## src/rtl/parallel_converter_n_to_1.sv

```systemverilog
// N-to-1 lane converter: turns an N_LANES-wide bus of tagged blocks back into
// a serial stream, lane 0 (MSB field) first, one block per active slot.
module parallel_converter_n_to_1 #(
  parameter int NB_DATA_TAGGED = 67,
  parameter int N_LANES        = 20,
  parameter int NB_DATA_BUS    = NB_DATA_TAGGED * N_LANES
) (
  input  logic                      i_clock,
  input  logic                      i_reset,
  input  logic                      i_enable,
  input  logic                      i_valid,
  input  logic                      i_bus_valid,
  input  logic [NB_DATA_BUS-1:0]    i_data,
  output logic                      o_load,
  output logic [NB_DATA_TAGGED-1:0] o_data,
  output logic                      o_valid,
  output logic                      o_frame_start
);

  localparam int NB_IDX = (N_LANES > 1) ? $clog2(N_LANES) : 1;
  localparam logic [NB_IDX-1:0] LAST_IDX = NB_IDX'(N_LANES - 1);
  localparam logic [NB_IDX-1:0] ONE_IDX  = NB_IDX'(1);

  logic [NB_IDX-1:0]         index_q, index_d;
  logic [NB_DATA_BUS-1:0]    shadow_q, shadow_d;
  logic                      shadow_valid_q, shadow_valid_d;
  logic [NB_DATA_TAGGED-1:0] o_data_q, o_data_d;
  logic                      o_valid_q, o_valid_d;
  logic                      o_frame_start_q, o_frame_start_d;

  logic                      active;
  logic                      idx_zero;
  logic [NB_DATA_TAGGED-1:0] in_lane0;
  logic [NB_DATA_TAGGED-1:0] sel_lane;
  logic                      sel_valid;
  logic [NB_DATA_TAGGED-1:0] shadow_lane [N_LANES];

  // Lane k sits at the k-th field counted down from the MSB.
  for (genvar k = 0; k < N_LANES; k++) begin : g_lane
    assign shadow_lane[k] = shadow_q[NB_DATA_BUS-1-k*NB_DATA_TAGGED -: NB_DATA_TAGGED];
  end

  assign in_lane0 = i_data[NB_DATA_BUS-1 -: NB_DATA_TAGGED];
  assign active   = i_enable && i_valid;
  assign idx_zero = (index_q == '0);

  // Lane 0 bypasses the shadow so the first block costs no extra slot.
  always_comb begin
    sel_lane  = shadow_lane[index_q];
    sel_valid = shadow_valid_q;
    if (idx_zero) begin
      sel_lane  = in_lane0;
      sel_valid = i_bus_valid;
    end
  end

  always_comb begin
    index_d         = index_q;
    shadow_d        = shadow_q;
    shadow_valid_d  = shadow_valid_q;
    o_data_d        = o_data_q;
    o_valid_d       = 1'b0;
    o_frame_start_d = 1'b0;
    if (active) begin
      index_d         = (index_q == LAST_IDX) ? '0 : index_q + ONE_IDX;
      o_data_d        = sel_lane;
      o_valid_d       = sel_valid;
      o_frame_start_d = idx_zero && sel_valid;
      if (idx_zero) begin
        shadow_d       = i_data;
        shadow_valid_d = i_bus_valid;
      end
    end
  end

  // ---- output / state register stage ----
  always_ff @(posedge i_clock) begin
    if (i_reset) begin
      index_q         <= '0;
      shadow_q        <= '0;
      shadow_valid_q  <= 1'b0;
      o_data_q        <= '0;
      o_valid_q       <= 1'b0;
      o_frame_start_q <= 1'b0;
    end else begin
      index_q         <= index_d;
      shadow_q        <= shadow_d;
      shadow_valid_q  <= shadow_valid_d;
      o_data_q        <= o_data_d;
      o_valid_q       <= o_valid_d;
      o_frame_start_q <= o_frame_start_d;
    end
  end

  assign o_load        = idx_zero;
  assign o_data        = o_data_q;
  assign o_valid       = o_valid_q;
  assign o_frame_start = o_frame_start_q;

endmodule

```

## config.mk

```make
export PLATFORM = sky130hd
export DESIGN_NAME = parallel_converter_n_to_1
export DESIGN_NICKNAME = d
export VERILOG_FILES = /design/src/rtl/parallel_converter_n_to_1.sv
export SDC_FILE = /design/constraint.sdc
export NUM_CORES = 2
export LEC_CHECK = 0
export CAP_MARGIN = 20
export CORE_AREA = 2 2 551 553
export DETAILED_ROUTE_END_ITERATION = 10
export DIE_AREA = 0 0 553 555
export GPL_ROUTABILITY_DRIVEN = 0
export SYNTH_ARGS = -nofsm -noshare
export SYNTH_HDL_FRONTEND = slang
export SYNTH_SLANG_ARGS = --single-unit
```

## constraint.sdc

```tcl
create_clock -name i_clock -period 2.4 [get_ports i_clock]
set_input_delay 0.48 -clock i_clock [delete_from_list [all_inputs] [get_ports i_clock]]
set_output_delay 0.48 -clock i_clock [all_outputs]
set_load 0.005 [all_outputs]
```

Word-level counts from Yosys, hierarchy flattened --
Cells that the tools add are included.
Word-level totals: flip-flop bits (word level) 1415, bits of input ports 1345, output and inout port bits 70
Cells by class: add/subtract/negate cells 1, reductions and logical operators 5, eq/ne operators 1, order comparisons 1, muxes and demuxes 6, bitwise operators 2
Operators by type and width (number):
- binary-select mux 67 bit (select 5 bit) | 1
- two-way mux 67 bit | 3
- >= comparator 6 bit, second input constant | 1
- inverter 5 -> 6 bit | 1
- adder 5 x 1 -> 5 bit, second input constant | 1
- == test 5 bit, second input constant | 1
- zero test 5 bit | 1
- two-way mux 5 bit | 1
- logical AND 1 bit | 2
- AND reduction 2 bit | 1
- OR reduction 2 bit | 1
- two-way mux 1 bit | 1
- inverter 1 bit | 1

Logic depth before layout (Yosys ltp) --
word-level depth 5, depth in mapped cells 14, depth with buffers taken out 6

Worst setup path after synthesis --
No wires, ideal clock.
kind flip-flop to flip-flop, from register index_q[1], to register shadow_q[1270] (netlist: shadow_lane[1270]), setup slack -0.167 ns, required time 2.330 ns, stages on the path, launching flop included 14, arrival 2.497 ns, path through dfxtp_1 clkbuf_1 buf_2 buf_2 buf_2 inv_1 ha_1 nor4b_4 nand2_1 buf_2 buf_2 buf_1 nand2_1 a21oi_1
On the way: cells in the longest elaborated chain, start to end 2
RTL lines:
- start, declared | RTL line 24 | logic [NB_IDX-1:0] index_q, index_d;
- start signal, assigned | RTL line 86 | index_q <= index_d;
- zero test 5 bit | RTL line 45 | assign idx_zero = (index_q == '0);
- net o_load | RTL line 14 | output logic o_load,
- AND reduction 2 bit (no line)
- end signal, assigned | RTL line 87 | shadow_q <= shadow_d;
- end, declared | RTL line 25 | logic [NB_DATA_BUS-1:0] shadow_q, shadow_d;
The timed path passes the listed nets, and every way through them passes these cells. A chain may end at the register's enable or synchronous reset.

Final worst setup path --
from register index_q[1], to output o_load
On the way: cells in the longest elaborated chain, start to end 1
RTL lines (RTL line):
- zero test 5 bit | 45
- end, declared | 14
Every way passes these cells.

==> results_dict.tcl <==
set metrics [dict create \
    synthCells 7257 \
    crit_start "index_q[1]" \
    antenna_found_initial 236 \
    violations "setup timing" \
    grt.overflow.total 0 \
    ant_nets 0 \
    drtPass1Iterations 6 \
    setup_violations 1 \
    p_leak_nw 29.5 \
    clock_path_buffers 4 \
    vias 59400 \
    hold_start "i_reset" \
    ctsHtreeMaxLevel 4 \
    via_per_inst 4.60 \
    ctsHoldBuffers 0 \
    power_switching_mw 15.4 \
    die_area_um2 307000 \
    drtIter0Drc 5425 \
    worstPathMaxFanout 3 \
    grt_pass1_wl_mm 454 \
    intPower_mw 43.6 \
    fp.dieH_um 555 \
    cp.arrival_ns 1.99 \
    pre_cts_ws_ns -0.759 \
    asyncSetResetFlopFracSynth_pct 0 \
    synthFlopType "dfxtp_1" \
    power_density_nw_per_um2 667 \
    hpwl_mm 269 \
    p_sw_share_pct 26.1 \
    crit_type "register to output pin" \
    final.period_utilization_pct 103 \
    fin_tns_setup_ns -0.0713 \
    synth_common_cells "2687 x nand2_1, 1415 x dfxtp_1, 1345 x a21oi_1" \
    routedWlPerCell_um 26.3 \
    required_ns 1.92 \
    final_util_pct 29.4 \
    pin_count 1415 \
    whs_ns 0.184 \
    final_nets 10100 \
    port_buffers 1414 \
    yosys.cell_count.top_type "nand2_1" \
    synth_fp_nets 8604 \
    rsz0062_at_grt "yes" \
    hold_path_class "primary input to register" \
    initial_core_util_pct 19.6 \
    drive_above_1_share_pct 11.7 \
    r2r-start "index_q[1]" \
    synth_edf_count 0 \
    track_usage_pct 21.0 \
    cts_tree "yes" \
    yosysTopAreaCell "dfxtp_1" \
    finalMaxSlewViolations 0 \
    clk_latency_ns 0.83 \
    chipWidth_um 553 \
    status "complete, but fails checks" \
    synthDominantCellAreaShare_pct 48.0 \
    timing.slew.headroom_pct 22.9 \
    synth.area.top_cells "dfxtp_1 48%, nand2_1 17%, a21oi_1 11%" \
    p_comb_share_pct 13.5 \
    crit_path_end_kind "output pin" \
    root_buffer "clkbuf_16" \
    hold_viol 0 \
    worst_slack_ns -0.0713 \
    clock_sinks 1415 \
    seqPwrFrac_pct 43.0 \
    period_needed_ns 2.47 \
    finClkSkew_ns 0.0566 \
    cts_made_buffers 169 \
    grt_max_degree 165 \
    drc_errors 0 \
    grt_pass1_vias 56200 \
    ys_ff_latch 1415 \
    tightest_slew_ns 1.16 \
    coreArea_um2 301000 \
    wirelength_mm 340 \
    fmax_ghz 0.405 \
    vdd_drop_max_mv 0.474 \
    ys_seq_area_share_pct 48.0 \
    avgSynthCellArea_um2 8.13 \
    cp-start-kind "register" \
    clk_pin_slew_ns 0.07 \
    maxCapViolCount 0 \
    synth_cell_type_count 38 \
    syn2layout_area_growth_pct 49.9 \
    syn_area_um2 59000 \
    power_frac_clock_pct 43.6 \
    num_rows 202 \
    yosys_warnings 0 \
]
## path summary, 6_finish.rpt
| check | end | slack (ns) | cells after the start |
|---|---|---|---|
| max | o_load | -0.07 | 5 |
| min | shadow_lane[1064] | 0.18 | 3 |
| max reg2reg | o_data[56] | 0 | 10 |
| min reg2reg | shadow_lane[340] | 0.45 | 2 |
## metrics by stage
stage | instances | area, um2 | power, mW
floorplan | 7257 | 59000 | 28.9
global placement | 12500 | 81200 | 33.5
detailed placement | 12500 | 81200 | 33.6
CTS | 12800 | 87600 | 59.5
global route | 12900 | 88300 | 61.1
finish | 12900 | 88400 | 59.0
## power groups by stage
stage | clock (mW) | combinational, mW | sequential (mW)
2_1_floorplan | 0 | 3.28 | 25.6
3_3_place_gp | 0 | 7.72 | 25.8
3_5_place_dp | 0 | 7.74 | 25.8
4_1_cts | 26.3 | 7.89 | 25.3
5_1_grt | 27.1 | 8.54 | 25.5
6_report | 25.7 | 7.95 | 25.4
## critical path: stages, from the launching register on
cell	delay, ns
dfxtp_4	0.37
inv_2	0.06
ha_4	0.13
nor4b_4	0.27
buf_6	0.20
buf_6	0.11
## area by class of cell
class,count,area [um2]
clock inverter,44,429
tap,3978,4980
multi-input combinational,5207,29000
sequential,1415,28300
inverter,5,21.3
antenna,75,188
timing repair buffer,1956,20500
clock buffer,243,4980
fill,32300,213000
## metal layers
metal,up-vias,wire [um],GRT usage (%),part of all wire [%]
met2,2530,152000,33.1,45
met1,28400,140000,26.2,41
li1,27800,-,-,-
met4,126,16200,9.47,4.8
met3,608,30700,6.25,9.1
met5,-,795,0,0.23
## cell families (layout without fill, tap and decap cells)
kind of cell | count (synthesis) | after routing | share of synthesized area [%]
flops | 1415 | 1415 | 48.0
xor+xnor | 1 | 1 | 0.0148
simple gates | 2783 | 2783 | 18.0
buf+inv | 635 | 2248 | 4.64
other cells | 0 | 75 | 0
compound gates | 1818 | 1818 | 17.7
fa+ha+maj | 2 | 2 | 0.0424
mux | 603 | 603 | 11.6
## layout by cell type, fill, tap and decap left out, drive strengths merged, types with 3 or more instances in the layout
master / instances
a211oi: 67
a21oi: 1345
a22oi: 200
and2: 3
buf: 539
bufinv: 4
clkbuf: 246
clkdlybuf4s50: 1390
clkinv: 25
clkinvlp: 5
dfxtp: 1415
diode: 75
dlygate4sd2: 22
inv: 15
mux2i: 536
mux4: 67
nand2: 2687
nand3: 69
nor2: 7
nor2b: 3
o221ai: 67
o22ai: 128
o32ai: 6
## sequential cells by signal, summed over array words and instances (netlist names)
| name | cells |
|---|---|
| o_data | 67 |
| shadow_valid_q | 1 |
| shadow_lane | 1340 |
| index_q | 5 |
| o_valid | 1 |
| o_frame_start | 1 |
## what timing repair did
action,in CTS,in global routing
buffers inserted,23,19
cloned,4,3
pin swaps,19,23
gates resized for setup,141,88
endpoints found under the setup margin,594,44
Power figures use the tool's default switching activity.
